==> src/rtl/parity_fifo_pkg.sv <==
// Shared defaults, stored-word type and the parity helper used by the FIFO and the downstream checker.
package parity_fifo_pkg;

    localparam int    DEF_WIDTH       = 8;
    localparam int    DEF_DEPTH       = 8;
    localparam int    DEF_DATA_WIDTH  = DEF_WIDTH + 1;
    localparam string DEF_PARITY_BIT  = "MSB";
    localparam string DEF_PARITY_TYPE = "EVEN";

    // Widest payload calc_parity accepts; narrower payloads are zero-extended, which leaves parity unchanged.
    localparam int    MAX_WIDTH       = 64;

    typedef logic [DEF_DATA_WIDTH-1:0] fifo_word_t;

    typedef enum logic {
        PAR_EVEN = 1'b0,
        PAR_ODD  = 1'b1
    } parity_type_e;

    function automatic logic calc_parity(input logic [MAX_WIDTH-1:0] payload, input parity_type_e ptype);
        return (ptype == PAR_ODD) ? ~^payload : ^payload;
    endfunction

endpackage

==> src/rtl/parity_fifo_parity_gen.sv <==
// Combinational payload-to-stored-word conversion: computes the parity bit and places it at PARITY_BIT.
module parity_gen
    import parity_fifo_pkg::*;
#(
    parameter int    WIDTH       = DEF_WIDTH,
    parameter string PARITY_BIT  = DEF_PARITY_BIT,
    parameter string PARITY_TYPE = DEF_PARITY_TYPE,
    localparam int   DATA_WIDTH  = WIDTH + 1
) (
    input  logic [WIDTH-1:0]      payload,
    output logic [DATA_WIDTH-1:0] word
);

    localparam parity_type_e PTYPE = (PARITY_TYPE == "ODD") ? PAR_ODD : PAR_EVEN;

    logic [MAX_WIDTH-1:0] payload_ext;
    logic                 parity;

    assign payload_ext = MAX_WIDTH'(payload);
    assign parity      = calc_parity(payload_ext, PTYPE);

    generate
        if (PARITY_BIT == "LSB") begin : g_lsb
            assign word = {payload, parity};
        end else begin : g_msb
            assign word = {parity, payload};
        end
    endgenerate

endmodule

==> src/rtl/parity_fifo.sv <==
// Parity-tagging synchronous FIFO with first-word fall-through read.
// Optional occupancy outputs (count_o, almost_full_o) are built when FIFO_OCCUPANCY_EN is defined.
module parity_fifo
    import parity_fifo_pkg::*;
#(
    parameter int    WIDTH       = DEF_WIDTH,
    parameter int    DEPTH       = DEF_DEPTH,
    parameter string PARITY_BIT  = DEF_PARITY_BIT,
    parameter string PARITY_TYPE = DEF_PARITY_TYPE,
    localparam int   DATA_WIDTH  = WIDTH + 1,
    localparam int   AW          = $clog2(DEPTH)
) (
    input  logic                  clk,
    input  logic                  rst_n,
    input  logic [WIDTH-1:0]      push_data_i,
    input  logic                  push_valid_i,
    output logic                  push_grant_o,
    output logic [DATA_WIDTH-1:0] pop_data_o,
    output logic                  pop_valid_o,
    input  logic                  pop_grant_i
`ifdef FIFO_OCCUPANCY_EN
    ,
    output logic [AW:0]           count_o,
    output logic                  almost_full_o
`endif
);

    // Handshake: a transfer happens on a rising edge where valid and grant are both high; valid may
    // be held while grant is low, and both grants depend only on registered pointers.

    generate
        if (DEPTH < 2 || (DEPTH & (DEPTH - 1)) != 0) begin : g_bad_depth
            $error("parity_fifo: DEPTH must be a power of two and >= 2");
        end
        if (PARITY_BIT != "MSB" && PARITY_BIT != "LSB") begin : g_bad_pbit
            $error("parity_fifo: PARITY_BIT must be \"MSB\" or \"LSB\"");
        end
        if (PARITY_TYPE != "EVEN" && PARITY_TYPE != "ODD") begin : g_bad_ptype
            $error("parity_fifo: PARITY_TYPE must be \"EVEN\" or \"ODD\"");
        end
    endgenerate

    logic [AW:0]           wr_ptr;
    logic [AW:0]           rd_ptr;
    logic [DATA_WIDTH-1:0] mem [DEPTH];
    logic [DATA_WIDTH-1:0] push_word;
    logic                  empty;
    logic                  full;
    logic                  push_fire;
    logic                  pop_fire;

    parity_gen #(
        .WIDTH       (WIDTH),
        .PARITY_BIT  (PARITY_BIT),
        .PARITY_TYPE (PARITY_TYPE)
    ) u_parity_gen (
        .payload (push_data_i),
        .word    (push_word)
    );

    // Pointer MSB is the wrap bit: same index with differing wrap bits means full.
    assign empty = (wr_ptr == rd_ptr);
    assign full  = (wr_ptr[AW-1:0] == rd_ptr[AW-1:0]) && (wr_ptr[AW] != rd_ptr[AW]);

    assign push_grant_o = !full;
    assign pop_valid_o  = !empty;
    assign push_fire    = push_valid_i && push_grant_o;
    assign pop_fire     = pop_valid_o && pop_grant_i;

    always_ff @(posedge clk or negedge rst_n) begin
        if (!rst_n) begin
            wr_ptr <= '0;
            rd_ptr <= '0;
        end else begin
            if (push_fire) begin
                wr_ptr <= wr_ptr + 1'b1;
            end
            if (pop_fire) begin
                rd_ptr <= rd_ptr + 1'b1;
            end
        end
    end

    always_ff @(posedge clk) begin
        if (push_fire) begin
            mem[wr_ptr[AW-1:0]] <= push_word;
        end
    end

    assign pop_data_o = mem[rd_ptr[AW-1:0]];

`ifdef FIFO_OCCUPANCY_EN
    assign count_o       = wr_ptr - rd_ptr;
    assign almost_full_o = (count_o >= (AW+1)'(DEPTH - 1));
`endif

endmodule

==> config.mk <==
export PLATFORM = sky130hd
export DESIGN_NAME = parity_fifo
export DESIGN_NICKNAME = d
export VERILOG_FILES = /design/src/rtl/parity_fifo_pkg.sv /design/src/rtl/parity_fifo_parity_gen.sv /design/src/rtl/parity_fifo.sv
export SDC_FILE = /design/constraint.sdc
export NUM_CORES = 1
export LEC_CHECK = 0
export ABC_AREA = 1
export CORE_ASPECT_RATIO = 0.7
export CORE_MARGIN = 2
export CORE_UTILIZATION = 49
export CTS_CLUSTER_SIZE = 12
export DETAILED_ROUTE_END_ITERATION = 8
export HOLD_SLACK_MARGIN = 0.06
export PLACE_DENSITY = 0.65
export SYNTH_ARGS = -nofsm -noshare
export SYNTH_HDL_FRONTEND = slang
export SYNTH_HIERARCHICAL = 1
export SYNTH_SLANG_ARGS = --single-unit
==> constraint.sdc <==
create_clock -name clk -period 5 [get_ports clk]
set_clock_uncertainty 0.15 [all_clocks]
set_input_delay 1 -clock clk [delete_from_list [all_inputs] [get_ports clk]]
set_output_delay 1 -clock clk [all_outputs]
set_load 0.05 [all_outputs]
==> flow_summary.json, run 1 <==
{
  "synth_area_um2": 3630,
  "first_global_vias": 2097,
  "cts_resized": 0,
  "setup_viol_count_final": 0,
  "status": "finished, final reports clean",
  "finalCritPeriodShare": 0.7883,
  "p_int_mw": 1.427,
  "cts_hold_buffers": 0,
  "min_path_type": "reg2reg",
  "timing_worst_slew_pin_value_ns": 1.035,
  "post_cts_buffers": 0,
  "fp.dieH_um": 76.01,
  "power_density_nw_per_um2": 619.7,
  "core_um2": 7222,
  "cellLeakagePower_nw": 1.550,
  "rows": 26,
  "layout_commonest_cell": "nand2_1",
  "area_growth_pct": 10.69,
  "cts.htree.levels": 3,
  "place_congestion": 0.7752,
  "switching_share": 0.4268,
  "peakVddDrop_mv": 0.3099,
  "antenna_found_initial": 0,
  "p_seq_frac": 0.386,
  "p_switching_mw": 1.063,
  "slowest_stage": "dfrtp_1",
  "grt_max_degree": 39,
  "hpwl_um": 4507,
  "synth_warnings": 6,
  "max_stage_delay_ns": 0.84,
  "grt_overflow": 0,
  "arrival_ns": 2.79,
  "wl_per_cell_um": 15.55,
  "drive_gt1_frac": 0.1000,
  "p_clk_frac": 0.182,
  "crit_path_cell_trace": "inv_2 > nand2_1 > nand2_2 > nand4_4 > clkdlybuf4s50_1",
  "grt_usage": 0.1843,
  "tritoncts_num_sinks": 80,
  "ios": 23,
  "cts_buffers": 9,
  "fmax_ghz": 0.2537,
  "drtAntennaViolNets": 0,
  "cts.clk_slew.worst_paths_ns": 0.08,
  "finalWirelength_um": 7120,
  "cts_buffer_depth": 2,
  "finalCriticalPeriod_ns": 3.942,
  "p_comb_frac": 0.432,
  "relSlewSlack": 0.3071,
  "io_buffer_count": 22,
  "rsz0062_at_grt": "false",
  "vias": 2381,
  "most-common-layout-cells": "nand2_1 (95), edfxtp_1 (72), nor2_1 (45)",
  "crit_path_max_fanout": 23,
  "synth_seq_area_share": 0.6508,
  "dp_slack_ns": 1.470,
  "crit_required_ns": 3.85,
  "crit_path_start_kind": "flip-flop",
  "drt_iter0_markers": 199,
  "dr.pass1.iters": 5,
  "clock_latency_ns": 0.34,
  "remaining_drc_errors": 0,
  "grt_pass1_wl_um": 11120,
  "die_width_um": 106.9,
  "nets": 369,
  "ys_ff_latch": 80,
  "cts_tree": "yes",
  "viasPerCell": 5.199,
  "antenna_cells": 0,
  "hold_violations": 0,
  "syn_avg_cell_area_um2": 10.58,
  "max-cap-violations": 0,
  "synth.net_count": 357,
  "start_util": 0.5026,
  "synth_cells": 343,
  "cp-end-kind": "primary output",
  "clockRootBuffer": "clkbuf_8",
  "dieArea_um2": 8123,
  "path_class": "reg2out",
  "tns_ns": 0,
  "setup_ws_ns": 1.058,
  "drv_slew": 0,
  "synth_cell_types": 25
}
## power groups by stage
stage                     Clock, mW  Sequential [mW]  Combinational (mW)
final                         0.453            0.961                1.08
after global routing          0.491            0.977                1.17
after CTS                     0.464            0.958                1.08
after detailed placement          0            0.973                1.07
after global placement            0            0.969                1.06
after floorplan                   0            0.908               0.874
## routing by layer
layer | global-route usage | wire length, µm | up-vias
met2 | 0.2854 | 3280 | 79
met5 | 0 | 0 | -
met4 | 0.05584 | 90 | 0
met3 | 0.04790 | 439 | 11
li1 | - | - | 1182
met1 | 0.2577 | 3309 | 1109
## registers in the layout, summed over array words and instances (netlist names)
name,cells
mem,72
rd_ptr,4
wr_ptr,4
## worst max-delay path: cells and delay by family, from the launching register on
kind,cells,cell delay [ns]
buf+inv,2,1.16
flops,1,0.84
simple gates,3,0.44
## area by class of cell
cell class	count	area [µm²]
Fill cell	641	3204
Sequential cell	80	2362
Multi-Input combinational cell	222	1042
Timing Repair Buffer	23	227.7
Clock buffer	12	145.1
Tap cell	98	122.6
Inverter	19	72.57
Clock inverter	4	45.04
## stage by stage
step                instances  utilization  hold WS [ns]  instance area (µm²)  power, mW
floorplan                 343            -        0.3132                 3630      1.783
global placement          442       0.5300        0.3349                 3827      2.030
detailed placement        442       0.5300        0.3489                 3827      2.045
CTS                       458       0.5563        0.3666                 4018      2.499
global route              458       0.5563        0.4043                 4018      2.641
finish                    458       0.5563        0.3642                 4018      2.490
## cell usage after synthesis (all sizes together)
cell / number / area, µm²
dfrtp: 8 / 200.2
inv: 18 / 67.57
clkbuf: 2 / 8.750
o22ai: 18 / 112.6
edfxtp: 72 / 2162
xor2: 3 / 26.28
nor2: 46 / 175.2
a21oi: 1 / 8.760
buf: 20 / 143.9
ha: 2 / 25.02
o21ai: 36 / 180.2
nand2: 104 / 432.9
clkinv: 1 / 5.000
nand3: 11 / 60.06
nand4: 1 / 21.27
## logic make-up after synthesis
logic type      share of synthesized area
compound gates                    0.08308
xor+xnor                         0.007240
fa+ha+maj                        0.006893
buf+inv                           0.06204
flops                              0.6508
simple gates                       0.1899
## path summary, 6_finish.rpt
path                           start      endpoint  slack, ns  depth (start not counted)
max                        rd_ptr[1]  push_grant_o       1.06                          5
min                        wr_ptr[3]     wr_ptr[3]       0.36                          2
max reg2reg                rd_ptr[1]     mem[6][7]       1.90                          6
min reg2reg                wr_ptr[3]     wr_ptr[3]       0.36                          2
max in group asynchronous      rst_n     wr_ptr[2]       3.63                          1
min in group asynchronous      rst_n     rd_ptr[2]       0.79                          1
Note: power is estimated with default switching activity, not from simulation.
==> run 2: changes to the inputs <==
- clock period: 5 -> 3.65 ns (I/O delays scaled with it)
==> flow_summary.json, run 2 (synthesis results as in run 1) <==
{
  "core_um2": 7222,
  "critPathLaunch": "rd_ptr[2]",
  "tns_ns": 0,
  "path_class": "reg2out",
  "hold_slack_ns": 0.3562,
  "clock_latency_ns": 0.34,
  "cts_buffer_depth": 2,
  "antenna_cells": 0,
  "clockRootBuffer": "clkbuf_8",
  "ios": 23,
  "hold_start": "wr_ptr[3]",
  "grt_usage": 0.2039,
  "fillers": 635,
  "cp-end-kind": "primary output",
  "cts.htree.levels": 3,
  "cts_hold_buffers": 0,
  "peakVddDrop_mv": 0.3603,
  "rows": 26,
  "place_congestion": 0.7901,
  "cellLeakagePower_nw": 1.604,
  "cts_resized": 0,
  "cts_tree": "yes",
  "power_density_nw_per_um2": 856.1,
  "most-common-layout-cells": "nand2_1 (95), edfxtp_1 (72), nor2_1 (45)",
  "min_path_type": "reg2reg",
  "antenna_found_initial": 0,
  "fp.dieH_um": 76.01,
  "grt_overflow": 0,
  "io_buffer_count": 22,
  "fmax_ghz": 0.3499,
  "largest_reg_flops": 72,
  "grt_pass1_wl_um": 12230,
  "arrival_ns": 1.98,
  "viasPerCell": 5.185,
  "remaining_drc_errors": 0,
  "critPathBufInv": 3,
  "crit_required_ns": 2.77,
  "finalCritPeriodShare": 0.7831,
  "finalWirelength_um": 7488,
  "tritoncts_num_sinks": 80,
  "drtAntennaViolNets": 0,
  "wl_per_cell_um": 16.07,
  "max_stage_delay_ns": 0.75,
  "grt_max_degree": 41,
  "drv_slew": 0,
  "start_util": 0.5026,
  "dieArea_um2": 8123,
  "setup_viol_count_final": 0,
  "first_global_vias": 2277,
  "finalCriticalPeriod_ns": 2.858,
  "cts_buffers": 9,
  "die_width_um": 106.9,
  "timing.rr.start": "rd_ptr[2]",
  "area_growth_pct": 12.20,
  "rsz0062_at_grt": "false",
  "cts.clk_slew.worst_paths_ns": 0.08,
  "slowest_stage": "dfrtp_1",
  "crit_path_max_fanout": 14,
  "max-cap-violations": 0,
  "nets": 377,
  "post_cts_buffers": 0,
  "drt_iter0_markers": 215,
  "hpwl_um": 4700,
  "timing_worst_slew_pin_value_ns": 0.6341,
  "status": "finished, final reports clean",
  "vias": 2416,
  "hold_violations": 0,
  "crit_family": "flip-flops",
  "drive_gt1_frac": 0.1522,
  "layout_commonest_cell": "nand2_1",
  "relSlewSlack": 0.5766,
  "dr.pass1.iters": 4,
  "crit_path_start_kind": "flip-flop",
  "crit_path_cell_trace": "inv_2 > nand2_2 > nand2_4 > inv_2 > nor2_2 > nand2_4 > buf_4"
}
run 2: worst reg2reg max path, stage by stage (launching register included):
cell and delay [ns]:
dfrtp_1 0.75, inv_2 0.27, nand2_2 0.15, nand2_4 0.06, nand4_4 0.15, nand2_1 0.09
inv_1 0.34
run 2: path summary, 6_finish.rpt:
check | endpoint | slack, ns | cells past startpoint
max in group asynchronous | wr_ptr[3] | 2.52 | 1
worst min register to register | wr_ptr[3] | 0.36 | 2
worst min-delay path | wr_ptr[3] | 0.36 | 2
worst max-delay path | pop_valid_o | 0.79 | 7
worst max register to register | mem[7][8] | 1.34 | 6
min in group asynchronous | rd_ptr[2] | 0.53 | 1
run 2: final cells by class:
cell class	instances	area, µm²	share of cell area
clock buffer	10	127.6	0.03134
clock inverter	6	85.08	0.02089
inverter	19	72.57	0.01782
multi-input combinational	222	1042	0.2559
sequential	80	2362	0.5800
tap	98	122.6	0.03011
timing repair buffer	31	260.3	0.06390
run 2: routing by layer:
layer | wire [µm] | GRT usage | vias to the layer above
met2 | 3389 | 0.3045 | 86
met5 | 0 | 0 | -
met4 | 70 | 0.05844 | 0
li1 | - | - | 1200
met1 | 3288 | 0.2987 | 1123
met3 | 739 | 0.05133 | 7
run 2: per-stage QoR:
stage	power (mW)	util	area (µm²)	worst slack, ns	instances
after floorplan	2.442	-	3630	1.399	343
after global placement	2.802	0.5345	3860	1.130	450
after detailed placement	2.829	0.5345	3860	1.130	450
after CTS	3.512	0.5639	4073	0.7857	466
after global routing	3.711	0.5639	4073	0.6086	466
final	3.487	0.5639	4073	0.7916	466
run 2: report_power, final:
| part | internal [mW] | switching (mW) |
|---|---|---|
| registers | 1.16 | 0.117 |
| clock network | 0.383 | 0.303 |
| logic | 0.450 | 1.07 |
==> run 3: changes to the inputs <==
- PLACE_DENSITY: 0.65 -> 0.68
- clock period: 3.65 -> 2.6 ns (I/O delays scaled with it)
==> flow_summary.json, run 3 (synthesis results as in run 1) <==
{
  "status": "finished, final reports clean",
  "cts.clk_slew.worst_paths_ns": 0.09,
  "peakVddDrop_mv": 0.5997,
  "remaining_drc_errors": 0,
  "r2r_slack_ns": 0.54,
  "hpwl_um": 4820,
  "path_class": "reg2out",
  "fillers": 625,
  "min_path_type": "in2async",
  "cts.htree.levels": 3,
  "fp.dieH_um": 76.01,
  "critPathLaunch": "rd_ptr[2]",
  "cp-end-kind": "primary output",
  "post_cts_buffers": 0,
  "die_width_um": 106.9,
  "core_um2": 7222,
  "crit_path_max_fanout": 10,
  "crit_path_start_kind": "flip-flop",
  "io_buffer_count": 22,
  "p_switching_mw": 2.147,
  "grt_max_degree": 31,
  "clock_latency_ns": 0.35,
  "vias": 2407,
  "p_seq_frac": 0.369,
  "dieArea_um2": 8123,
  "max-cap-violations": 0,
  "ios": 23,
  "first_global_vias": 2269,
  "timing_worst_slew_pin_value_ns": 0.3961,
  "viasPerCell": 5.057,
  "antenna_cells": 0,
  "fmax_ghz": 0.4135,
  "place_congestion": 0.7578,
  "finalCriticalPeriod_ns": 2.419,
  "start_util": 0.5026,
  "nets": 387,
  "cts_buffers": 9,
  "antenna_found_initial": 0,
  "crit_path_end": "pop_valid_o",
  "finalCritPeriodShare": 0.9303,
  "rows": 26,
  "relSlewSlack": 0.7351,
  "tritoncts_num_sinks": 80,
  "dp_slack_ns": 0.3591,
  "arrival_ns": 1.75,
  "p_clk_frac": 0.176,
  "cts_buffer_depth": 2,
  "wl_per_cell_um": 15.41,
  "grt_usage": 0.1905,
  "cellLeakagePower_nw": 1.639,
  "power_density_nw_per_um2": 1169,
  "clockRootBuffer": "clkbuf_8",
  "layout_commonest_cell": "nand2_1",
  "switching_share": 0.4442,
  "dr.pass1.iters": 4,
  "cts_tree": "yes",
  "setup_viol_count_final": 0,
  "largest_reg_flops": 72,
  "r2r-end": "mem[6][2]",
  "worstRegToRegCells": 9,
  "hold_violations": 0,
  "most-common-layout-cells": "nand2_1 (95), edfxtp_1 (72), nor2_1 (45)",
  "post-route-util": 0.5726,
  "p_int_mw": 2.685,
  "p_comb_frac": 0.455,
  "timing.rr.start": "rd_ptr[0]",
  "rsz0062_at_grt": "false",
  "setup_ws_ns": 0.1813,
  "grt_overflow": 0,
  "drive_gt1_frac": 0.1799,
  "drt_iter0_markers": 190,
  "crit_required_ns": 1.93,
  "drtAntennaViolNets": 0,
  "finalPower_mw": 4.832,
  "grt_pass1_wl_um": 11540,
  "hold_slack_ns": 0.2991,
  "tns_ns": 0,
  "finalWirelength_um": 7336,
  "area_growth_pct": 13.93,
  "drv_slew": 0
}
-- run 3: changes by cell type in the layout (fill, tap and decap cells not counted) --
cell / previous run / this run
inv_6: 0 / 3
bufinv_16: 2 / 0
dfrtp_1: 8 / 7
clkinv_2: 3 / 1
inv_2: 7 / 6
inv_8: 0 / 1
buf_4: 20 / 29
buf_12: 0 / 1
inv_4: 0 / 1
clkbuf_1: 1 / 0
dfrtp_2: 0 / 1
clkinvlp_4: 2 / 3
-- run 3: power by group through the flow --
stage | Clock, mW | Combinational, mW | Sequential, mW
after floorplan | 0 | 1.68 | 1.75
after global placement | 0 | 2.19 | 1.80
after detailed placement | 0 | 2.21 | 1.81
after CTS | 0.864 | 2.21 | 1.78
after global routing | 0.920 | 2.41 | 1.81
final | 0.849 | 2.20 | 1.78
-- run 3: critical path, cell delays in order, from the launching register on --
cell and delay, ns:
dfrtp_1 0.51, inv_2 0.26, nand2_2 0.10, nand2_4 0.09, inv_2 0.04, nor2_2 0.11
nand2_4 0.09, buf_4 0.20
-- run 3: layer usage --
metal | share of wire | track usage
met5 | 0 | 0
met4 | 0.0063 | 0.04545
met3 | 0.082 | 0.05475
met2 | 0.44 | 0.2828
met1 | 0.47 | 0.2799
-- run 3: worst min path at each step --
stage / from / to / slack, ns / cells after the start
2_1_floorplan: rst_n / rd_ptr[0] / 0.07 / 0
3_3_place_gp: wr_ptr[3] / wr_ptr[3] / 0.34 / 2
3_5_place_dp: wr_ptr[3] / wr_ptr[3] / 0.34 / 2
4_1_cts: rst_n / rd_ptr[2] / 0.31 / 1
5_1_grt: rst_n / rd_ptr[2] / 0.31 / 1
6_report: rst_n / rd_ptr[2] / 0.30 / 1
-- run 3: repair_timing --
item | CTS | global route
hold buffers | 0 | 0
resized for setup | 0 | 3
setup endpoints to repair | 0 | 9
-- run 3: layout make-up --
class | instances | area (µm²) | area share
sequential | 80 | 2364 | 0.5716
multi-input combinational | 222 | 1042 | 0.2520
timing repair buffer | 41 | 347.8 | 0.08411
clock buffer | 9 | 123.9 | 0.02995
tap | 98 | 122.6 | 0.02965
inverter | 19 | 75.07 | 0.01815
clock inverter | 7 | 60.06 | 0.01452
-- run 3: through the flow --
stage                     cells  cell area, µm²
after floorplan             343            3630
after global placement      460            3948
after detailed placement    460            3948
after CTS                   476            4131
after global routing        476            4135
final                       476            4135
